$ cat src/rtl/ipv_frame_sched.sv
// Round-robin frame scheduler in front of a shared IPV reducer: grants one K-bit
// frame per slot, serializes it LSB-first and returns the id-tagged thermometer result.
module ipv_frame_sched #(
  parameter int K   = 4,
  parameter int N   = 4,
  parameter int IDW = $clog2(N)
) (
  input  logic           clk,
  input  logic           rst_n,
  input  logic [N-1:0]   req_valid,
  input  logic [N*K-1:0] req_bits,
  output logic [N-1:0]   req_ready,
  output logic           ipv_o,
  input  logic [K-1:0]   vov_i,
  output logic           res_valid,
  output logic [IDW-1:0] res_id,
  output logic [K-1:0]   res_vov
);

  localparam logic [2:0]     PH_LAST = 3'(K - 1);
  localparam logic [IDW-1:0] ID_LAST = IDW'(N - 1);
  localparam logic [IDW:0]   N_W     = (IDW + 1)'(N);
  localparam logic [N-1:0]   ONE_N   = {{(N - 1){1'b0}}, 1'b1};

  // First pending requester after 'last', wrapping at N; returns {found, id}.
  function automatic logic [IDW:0] rr_pick(input logic [N-1:0] vld, input logic [IDW-1:0] last);
    logic [IDW:0] pick;
    logic [IDW:0] cand;
    pick = '0;
    for (int i = 1; i <= N; i++) begin
      cand = {1'b0, last} + (IDW + 1)'(i);
      if (cand >= N_W) begin
        cand = cand - N_W;
      end else begin
        cand = cand;
      end
      if (!pick[IDW] && vld[cand[IDW-1:0]]) begin
        pick = {1'b1, cand[IDW-1:0]};
      end else begin
        pick = pick;
      end
    end
    return pick;
  endfunction

  logic [2:0]     phase_r;
  logic [IDW-1:0] last_r;
  logic [K-1:0]   sh_r;
  logic           frame_vld_r;
  logic [IDW-1:0] frame_id_r;
  logic [K:0]     tag_vld_r;
  logic [IDW-1:0] tag_id_r [K+1];

  logic [IDW:0]   pick_s;
  logic           slot_end_s;
  logic           hs_s;
  logic [IDW-1:0] win_id_s;
  logic [K-1:0]   win_bits_s;
  logic           tag_in_s;

  assign slot_end_s = (phase_r == PH_LAST);
  assign pick_s     = rr_pick(req_valid, last_r);
  assign win_id_s   = pick_s[IDW-1:0];
  assign hs_s       = slot_end_s & pick_s[IDW];
  assign tag_in_s   = (phase_r == 3'd0) & frame_vld_r;

  // Free-running slot phase, kept in lockstep with the reducer's own counter.
  always_ff @(posedge clk or negedge rst_n) begin
    if (!rst_n) begin
      phase_r <= 3'd0;
    end else if (slot_end_s) begin
      phase_r <= 3'd0;
    end else begin
      phase_r <= phase_r + 3'd1;
    end
  end

  // One-hot grant, only offered in the last phase of a slot.
  always_comb begin
    if (hs_s) begin
      req_ready = ONE_N << win_id_s;
    end else begin
      req_ready = '0;
    end
  end

  // Frame data of the granted requester (req_ready is one-hot or zero).
  always_comb begin
    win_bits_s = '0;
    for (int i = 0; i < N; i++) begin
      win_bits_s = win_bits_s | (req_bits[i*K +: K] & {K{req_ready[i]}});
    end
  end

  // Frame load at the slot boundary, then LSB-first serialization; idle slots shift zeros.
  always_ff @(posedge clk or negedge rst_n) begin
    if (!rst_n) begin
      sh_r        <= '0;
      ipv_o       <= 1'b0;
      frame_vld_r <= 1'b0;
      frame_id_r  <= '0;
      last_r      <= ID_LAST;
    end else if (slot_end_s) begin
      if (hs_s) begin
        sh_r        <= win_bits_s;
        ipv_o       <= win_bits_s[0];
        frame_vld_r <= 1'b1;
        frame_id_r  <= win_id_s;
        last_r      <= win_id_s;
      end else begin
        sh_r        <= '0;
        ipv_o       <= 1'b0;
        frame_vld_r <= 1'b0;
        frame_id_r  <= '0;
        last_r      <= last_r;
      end
    end else begin
      sh_r  <= sh_r >> 1;
      ipv_o <= sh_r[1];
    end
  end

  // Tag pipeline: entered in a frame's phase-0 cycle, leaves when the reducer result is on vov_i.
  always_ff @(posedge clk or negedge rst_n) begin
    if (!rst_n) begin
      tag_vld_r <= '0;
      for (int i = 0; i <= K; i++) begin
        tag_id_r[i] <= '0;
      end
    end else begin
      tag_vld_r   <= {tag_vld_r[K-1:0], tag_in_s};
      tag_id_r[0] <= tag_in_s ? frame_id_r : '0;
      for (int i = 1; i <= K; i++) begin
        tag_id_r[i] <= tag_id_r[i-1];
      end
    end
  end

  // Registered result strobe; id and vov are cleared outside valid results.
  always_ff @(posedge clk or negedge rst_n) begin
    if (!rst_n) begin
      res_valid <= 1'b0;
      res_id    <= '0;
      res_vov   <= '0;
    end else if (tag_vld_r[K]) begin
      res_valid <= 1'b1;
      res_id    <= tag_id_r[K];
      res_vov   <= vov_i;
    end else begin
      res_valid <= 1'b0;
      res_id    <= '0;
      res_vov   <= '0;
    end
  end

endmodule

$ cat config.mk
export PLATFORM = sky130hd
export DESIGN_NAME = ipv_frame_sched
export DESIGN_NICKNAME = d
export VERILOG_FILES = /design/src/rtl/ipv_frame_sched.sv
export SDC_FILE = /design/constraint.sdc
export NUM_CORES = 1
export LEC_CHECK = 0
export CORE_AREA = 5 5 87 49
export DETAILED_ROUTE_END_ITERATION = 7
export DIE_AREA = 0 0 92 54
export MAX_ROUTING_LAYER = met4
export PLACE_DENSITY = 0.72
export SKIP_LAST_GASP = 1
export SLEW_MARGIN = 25
export SYNTH_ARGS = -nofsm -noshare
export SYNTH_HDL_FRONTEND = slang
export SYNTH_SLANG_ARGS = --single-unit
$ cat constraint.sdc
create_clock -name clk -period 2.1 [get_ports clk]
set_input_delay 0.42 -clock clk [delete_from_list [all_inputs] [get_ports clk]]
set_output_delay 0.42 -clock clk [all_outputs]
set_load 0.02 [all_outputs]
==> results of run 1 <==
==> kinds of logic after synthesis <==
logic type      count (synthesis)  synth area share
buf+inv                         6            0.0240
fa+ha+maj                       2            0.0192
compound gates                 16            0.0901
mux                             7            0.0566
flops                          34             0.654
simple gates                   40             0.156
==> worst max path at each step <==
stage / from / to / slack [ps] / cells after the start
detailed placement: req_valid[3] / req_ready[0] / -760 / 6
finish: last_r[0] / req_ready[0] / -190 / 7
floorplan: last_r[0] / req_ready[0] / 7 / 5
CTS: last_r[0] / req_ready[0] / -200 / 7
global placement: req_valid[1] / req_ready[1] / -690 / 6
global route: last_r[0] / req_ready[0] / -280 / 7
==> flip-flops by register name, indices dropped and copies added (netlist names) <==
name and flops:
frame_id_r 2, frame_vld_r 1, ipv_o 1, last_r 2
phase_r 3, res_id 2, res_valid 1, res_vov 4
sh_r 3, tag_id_r 10, tag_vld_r 5
==> stage by stage <==
step / setup WS (ps) / power [uW] / cell area (um2)
after CTS: -200 / 1830 / 2050
final: -194 / 1820 / 2070
after global routing: -281 / 1910 / 2070
after global placement: -685 / 1150 / 1810
after floorplan: 7.45 / 1000 / 1310
after detailed placement: -761 / 1170 / 1810
==> critical path, stage by stage (launching register included) <==
cell,delay [ps]
dfstp_2,560
buf_6,100
or2b_1,100
a21oi_2,50
a221o_1,330
buf_6,150
nor3_4,170
buf_6,150
==> final cells by class <==
class,instances,area (um2),area share
Sequential cell,34,853,0.412
Tap cell,45,56.3,0.0272
Timing Repair Buffer,61,562,0.271
Clock buffer,8,110,0.0532
Multi-Input combinational cell,65,477,0.230
Inverter,3,11.3,0.00544
==> synthesized netlist by cell type, drive strengths merged <==
cell	count	share of area
nor2	9	0.026
o21a	1	0.0058
and2b	1	0.0067
dfrtp	32	0.61
inv	3	0.0086
mux2	3	0.026
nor2b	2	0.0096
or2b	1	0.0058
dfstp	2	0.040
buf	2	0.012
a211oi	3	0.021
a21oi	2	0.0077
nand2b	3	0.014
nor3	1	0.0038
o21ai	4	0.015
clkbuf	1	0.0029
nor3b	1	0.0058
and2	11	0.053
a221o	1	0.0077
mux2i	4	0.031
a22o	1	0.0067
a32oi	3	0.020
nand2	11	0.032
a21o	1	0.0058
ha	2	0.019
==> layout by cell type, fill, tap and decap left out, drive strengths merged, types with 3 or more instances in the layout <==
cell type / count
nor2: 9
o21ai: 4
mux2: 3
clkbuf: 8
dlygate4sd2: 4
nand2b: 3
mux2i: 4
a32oi: 3
clkdlybuf4s50: 29
dfrtp: 32
a211oi: 3
inv: 3
nand2: 11
and2: 11
buf: 28
==> routing by layer <==
| metal | vias to the layer above | share of wire | wire length (um) | GRT usage |
|---|---|---|---|---|
| met5 | - | 0 | 0 | - |
| met1 | 488 | 0.42 | 1330 | 0.161 |
| li1 | 478 | - | - | - |
| met4 | 0 | 0.0099 | 31 | 0.0443 |
| met2 | 36 | 0.49 | 1550 | 0.240 |
| met3 | 5 | 0.072 | 226 | 0.0587 |
==> report_power, final <==
group	switching [uW]	internal (uW)
combinational	204	280
sequential	42.0	747
clock	219	331
total	465	1360
==> what timing repair did <==
| item | in CTS | in global routing |
|---|---|---|
| setup buffers | 12 | 0 |
| setup endpoints to repair | 4 | 9 |
| resized for setup | 37 | 7 |
| hold buffers | 0 | 0 |
| pin swaps | 5 | 1 |
==> out/results.tsv, run 1 <==
metric	value	unit
critPathKind	reg -> out	
postRouteAntennaNets	0	
final.min_clock_period	2290	ps
fin_crit_sh	1.09	
hold_start	tag_vld_r[2]	
reg2reg_depth	13	
rows	16	
cts_buffers	5	
diodes	0	
seq_area_frac_synth	0.654	
vias	1007	
clockRootBuffer	clkbuf_8	
die_y	54	um
die_w	92	um
nets	198	
worst-r2r-setup-slack	-70	ps
antenna_found_initial	0	
critPathLaunchType	flop	
crit_fanout	4	
yosysWarnings	0	
maxCapViolCount	0	
avgSynthCellArea	12.4	um2
hold_viol	0	
holdPathEnd	tag_vld_r[3]	
ys_types	29	
rsz0062_at_grt	true	
fill_cells	310	
synth_area	0.00131	mm2
fin_ws	-194	ps
total_leakage_power	0.000981	uW
tns	-692	ps
cp.required	1680	ps
grt_usage	0.143	
numPortBuffers	37	
final_cells	216	
h-tree-depth	2	
finalSetupViolations	6	
drv_slew	0	
grt_start_max_net_pins	35	
rr_startpoint	last_r[0]	
io_pins	38	
holdPathStages	0	
syn_nets	133	
overflow	0	
clkLatencyLatePin	280	ps
ys_ff_latch	34	
relSlewSlack	0.726	
cts_tree	yes	
wl	3.14	mm
holdWs	346	ps
synthToLayoutAreaGrowth	58.6	%
dp_cells	197	
crit_path_end_kind	output pin	
violations	setup timing	
grt_pass1_vias	1099	
finalClockSkew	3.57	ps
start_util	0.366	
coreArea	0.00356	mm2
worst_slew_pin_slew	411	ps
cp.arrival	1870	ps
via_per_inst	4.66	
wl_per_cell	14.5	um
die-area	0.00497	mm2
grt_pass1_wl	5.07	mm
power_density	880	mW/mm2
hpwl	2.20	mm
drt_first_pass_iters	4	
fmax	0.436	GHz
run_status	complete, but fails checks	
hold_class	reg -> reg	
final_core_util	0.581	
routabilityCongestion	0.755	
drt-initial-drc-count	42	
drive_gt1_frac	0.310	
clk_pin_slew	70	ps
syn_inst	105	
peakVddDrop	278	uV
clock_path_buffers	2	
drcViolationCount	0	
clock-sinks	34	
r2r-end	last_r[1]	
No activity file was read; power rests on OpenSTA's default activity.
==> run 2: changes to the inputs <==
- CORE_AREA: 5 5 87 49 -> 5 5 82 46
- DIE_AREA: 0 0 92 54 -> 0 0 87 51
- PLACE_DENSITY: 0.72 -> 0.8
==> run 2 against run 1 <==
Compared with the run above:
- the run still ends with setup timing left
- clock-buffer cell count shrank 2
- worst hold slack better by 5.6 ps
- register-to-register slack better by 60 ps
- first-iteration DRC count fell by 33%
- global-route usage rose by 0.35 points
- final area fell by 1.9%
- core utilization is 11 points higher
- clock power fell by 9.5%
- setup slack better by 110 ps
- critical path depth fell by 1
- routed wire length fell by 6.2%
==> out/results.tsv, run 2 (synthesized netlist as in run 1, its figures left out) <==
metric	value	unit
grt_pass1_wl	4.73	mm
largest_register_ffs	10	
path_buf_inv	2	
cts_tree	yes	
drive_gt1_frac	0.306	
fin_ws	-80.0	ps
cp_top_family	flip-flops	
hpwl	2.01	mm
cp.arrival	1760	ps
coreArea	0.00293	mm2
fmax	0.459	GHz
critPathLaunchType	flop	
finalClockSkew	3.44	ps
via_per_inst	4.81	
vias	1011	
slowest_delay	560	ps
startpoint	last_r[0]	
drt_first_pass_iters	5	
crit_path_end_kind	output pin	
start_util	0.446	
postRouteAntennaNets	0	
intPower	1320	uW
nets	197	
hold_class	reg -> reg	
power	1810	uW
fin_crit_sh	1.04	
h-tree-depth	2	
crit_path_cell_trace	buf_6, or2b_1, a21oi_1, a221o_2, nor2b_1, buf_4	
critPathKind	reg -> out	
synthToLayoutAreaGrowth	55.6	%
clk_pin_slew	70	ps
die_w	87	um
top_regs	tag_id_r: 10 flops, tag_vld_r: 5 flops, res_vov: 4 flops	
peakVddDrop	442	uV
cp.required	1680	ps
die-area	0.00444	mm2
placed_area	0.00185	mm2
grt_usage	0.147	
wl_per_cell	14.0	um
rows	14	
hold_viol	0	
overflow	0	
final.min_clock_period	2180	ps
layout_common_cells	dfrtp_1 (32), clkdlybuf4s50_1 (29), buf_4 (21)	
finalSetupViolations	5	
clockRootBuffer	clkbuf_8	
grt_start_max_net_pins	35	
crit_fanout	5	
numPortBuffers	37	
rr_startpoint	last_r[0]	
clock-sinks	34	
fill_cells	217	
holdWs	352	ps
tns	-297	ps
drv_slew	0	
postLayoutCellArea	0.00203	mm2
regMostFlops	tag_id_r	
rsz0062_at_grt	true	
clkLatencyLatePin	280	ps
diodes	0	
p_switching	489	uW
wl	2.94	mm
seq_power_share	0.432	
relSlewSlack	0.723	
clkPwrFrac	0.275	
final_common_cell	dfrtp_1	
antenna_found_initial	0	
die_y	51	um
grt_pass1_vias	1062	
violations	setup timing	
drt-initial-drc-count	28	
cts_buffers	5	
crit_slowest_cell	dfstp_2	
total_leakage_power	0.000970	uW
switching_share	0.271	
pwr-share-comb	0.293	
maxCapViolCount	0	
worst_slew_pin_slew	415	ps
power_density	890	mW/mm2
drcViolationCount	0	
io_pins	38	
hold_start	tag_id_r[7]	
run_status	complete, but fails checks	
place_ws	-686	ps
routabilityCongestion	0.888	
clock_path_buffers	2	
run 2: layout make-up:
cell class | count | area (um2) | area share
Clock buffer | 6 | 82.6 | 0.0407
Clock inverter | 2 | 12.5 | 0.00616
Inverter | 3 | 11.3 | 0.00555
Multi-Input combinational cell | 65 | 467 | 0.230
Sequential cell | 34 | 853 | 0.420
Tap cell | 40 | 50.0 | 0.0246
Timing Repair Buffer | 60 | 554 | 0.273
run 2: power groups by stage:
| stage | clock network, uW | logic, uW | registers (uW) |
|---|---|---|---|
| 2_1_floorplan | 0 | 208 | 796 |
| 3_3_place_gp | 0 | 395 | 786 |
| 3_5_place_dp | 0 | 408 | 791 |
| 4_1_cts | 505 | 488 | 780 |
| 5_1_grt | 542 | 570 | 790 |
| 6_report | 497 | 530 | 781 |
run 2: final timing paths:
path | end | depth (start not counted) | slack, ps
max | req_ready[3] | 6 | -80
min | tag_id_r[5] | 0 | 350
min reg2reg | tag_id_r[5] | 0 | 350
max in group asynchronous | last_r[1] | 2 | 1230
max reg2reg | ipv_o | 9 | -10
min in group asynchronous | phase_r[1] | 2 | 550
run 2: worst reg2reg max path, cell delays in order, from the launching register on:
cell,delay [ps]
dfstp_2,560
buf_6,100
or2b_1,90
a21oi_1,60
a221o_2,370
buf_6,140
buf_4,130
buf_6,120
mux2_4,300
o21ai_2,160
run 2: stage by stage:
| stage | std cells | util |
|---|---|---|
| after floorplan | 105 | - |
| after global placement | 197 | 0.631 |
| after detailed placement | 197 | 0.631 |
| after CTS | 210 | 0.686 |
| after global routing | 210 | 0.694 |
| final | 210 | 0.694 |
run 2: routing by layer:
metal  global-route usage  up-vias  wire (um)
met5                    -        -          0
met4               0.0699        0         31
met3               0.0530        5        226
met2                0.238       42       1450
met1                0.162      488       1240
li1                     -      476          -
run 2: what timing repair did:
action	CTS	global route
setup buffers	5	0
hold endpoints to repair	0	0
pin swaps	7	4
hold buffers	0	0
endpoints found under the setup margin	4	6
gates resized for setup	34	9
==> run 3: changes to the inputs <==
- ABC_CLOCK_PERIOD_IN_PS: not set -> 2100
- CELL_PAD_IN_SITES_DETAIL_PLACEMENT: not set -> 1
- CELL_PAD_IN_SITES_GLOBAL_PLACEMENT: not set -> 1
- CORE_AREA: 5 5 82 46 -> 5 5 92 51
- DIE_AREA: 0 0 87 51 -> 0 0 97 56
==> run 3 against run 2 <==
Compared with the run above:
- the flow still finishes with violations (setup timing)
- die area grew 22%
- clock skew grew 2.8 ps
- final cell count grew 6.2%
- final area shrank 0.80%
- critical endpoint is now req_ready[1]
- highest routed layer unchanged
==> out/results.tsv, run 3 (synthesized netlist as in run 1, its figures left out) <==
metric	value	unit
power	1780	uW
holdWs	344	ps
cp_top_family	flip-flops	
slowest_delay	540	ps
antenna_found_initial	0	
grt_pass1_wl	5.65	mm
routabilityCongestion	0.721	
rows	16	
clockRootBuffer	clkbuf_8	
final.min_clock_period	2290	ps
clock-sinks	34	
hpwl	2.56	mm
hold_start	tag_id_r[8]	
drt-initial-drc-count	15	
rsz0062_at_grt	true	
relSlewSlack	0.726	
coreArea	0.00378	mm2
drcViolationCount	0	
cts_buffers	5	
worst-r2r-setup-slack	130	ps
clock_path_buffers	2	
hold_viol	0	
clk_pin_slew	70	ps
die_y	56	um
crit_slowest_cell	dfstp_2	
drt_first_pass_iters	4	
fin_ws	-188	ps
largest_register_ffs	10	
clkLatencyLatePin	290	ps
r2r-end	ipv_o	
grt_usage	0.137	
wl	3.42	mm
finalSetupViolations	4	
cp.arrival	1870	ps
die_w	97	um
fmax	0.437	GHz
wl_per_cell	15.3	um
nets	196	
final_common_cell	dfrtp_1	
synthToLayoutAreaGrowth	54.4	%
via_per_inst	4.63	
crit_path_end_kind	output pin	
maxCapViolCount	0	
fin_crit_sh	1.09	
power_density	882	mW/mm2
grt_pass1_vias	1187	
placed_area	0.00186	mm2
crit_path_cell_trace	nand2b_4, o21ai_2, a221o_1, buf_4, and2_4, buf_6	
io_pins	38	
die-area	0.00543	mm2
total_leakage_power	0.000950	uW
holdPathStages	0	
drv_slew	0	
numPortBuffers	37	
hold_class	reg -> reg	
fill_cells	399	
h-tree-depth	2	
cts_tree	yes	
path_buf_inv	2	
critPathLaunchType	flop	
finalClockSkew	6.24	ps
layout_common_cells	dfrtp_1 (32), clkdlybuf4s50_1 (29), buf_4 (21)	
worst_slew_pin_slew	411	ps
crit_fanout	3	
top_regs	tag_id_r: 10 flops, tag_vld_r: 5 flops, res_vov: 4 flops	
postLayoutCellArea	0.00201	mm2
grt_start_max_net_pins	35	
regMostFlops	tag_id_r	
run_status	complete, but fails checks	
dp_cells	211	
postRouteAntennaNets	0	
critPathKind	reg -> out	
overflow	0	
drive_gt1_frac	0.266	
start_util	0.345	
violations	setup timing	
diodes	0	
final_cells	223	
peakVddDrop	403	uV
holdPathEnd	tag_id_r[6]	
cp.required	1680	ps
vias	1032	
crit_cells	6	
cts.hold.buffers_added	0	
rr_startpoint	last_r[0]	
reg2reg_depth	7	
place_ws	-730	ps
[run 3: per-stage QoR]
stage	utilization	TNS, ps
floorplan	-	0
global placement	0.492	-3400
detailed placement	0.492	-3860
CTS	0.528	-519
global route	0.532	-1020
finish	0.532	-742
[run 3: worst max path at each step]
stage,slack (ps),from,end
after floorplan,7,last_r[0],req_ready[0]
after global routing,-260,last_r[0],req_ready[2]
after detailed placement,-730,req_valid[1],req_ready[1]
after global placement,-690,req_valid[1],req_ready[1]
after CTS,-140,last_r[0],req_ready[3]
final,-190,last_r[0],req_ready[1]
[run 3: per-layer routing]
| layer | track usage | share of wire | vias to the layer above |
|---|---|---|---|
| met5 | - | 0 | - |
| met4 | 0.0480 | 0.013 | 0 |
| met3 | 0.0488 | 0.048 | 7 |
| met2 | 0.229 | 0.50 | 28 |
| met1 | 0.153 | 0.44 | 520 |
| li1 | - | - | 477 |
[run 3: repair_timing]
action                                  4_1_cts  5_1_grt
endpoints found under the setup margin        4        4
pin swaps                                     2        1
buffers inserted                              5        0
resized for setup                            30        5
[run 3: final cells by class]
type / count / area (um2) / share of cell area
Sequential cell: 34 / 853 / 0.424
Multi-Input combinational cell: 65 / 448 / 0.222
Clock inverter: 2 / 12.5 / 0.00621
Tap cell: 54 / 67.6 / 0.0335
Inverter: 3 / 11.3 / 0.00559
Clock buffer: 6 / 82.6 / 0.0410
Timing Repair Buffer: 59 / 539 / 0.268
[run 3: power breakdown]
part	leakage, uW	internal, uW	switching [uW]
logic	0.000467	285	210
clock network	0.0000472	263	236
registers	0.000436	746	36.6
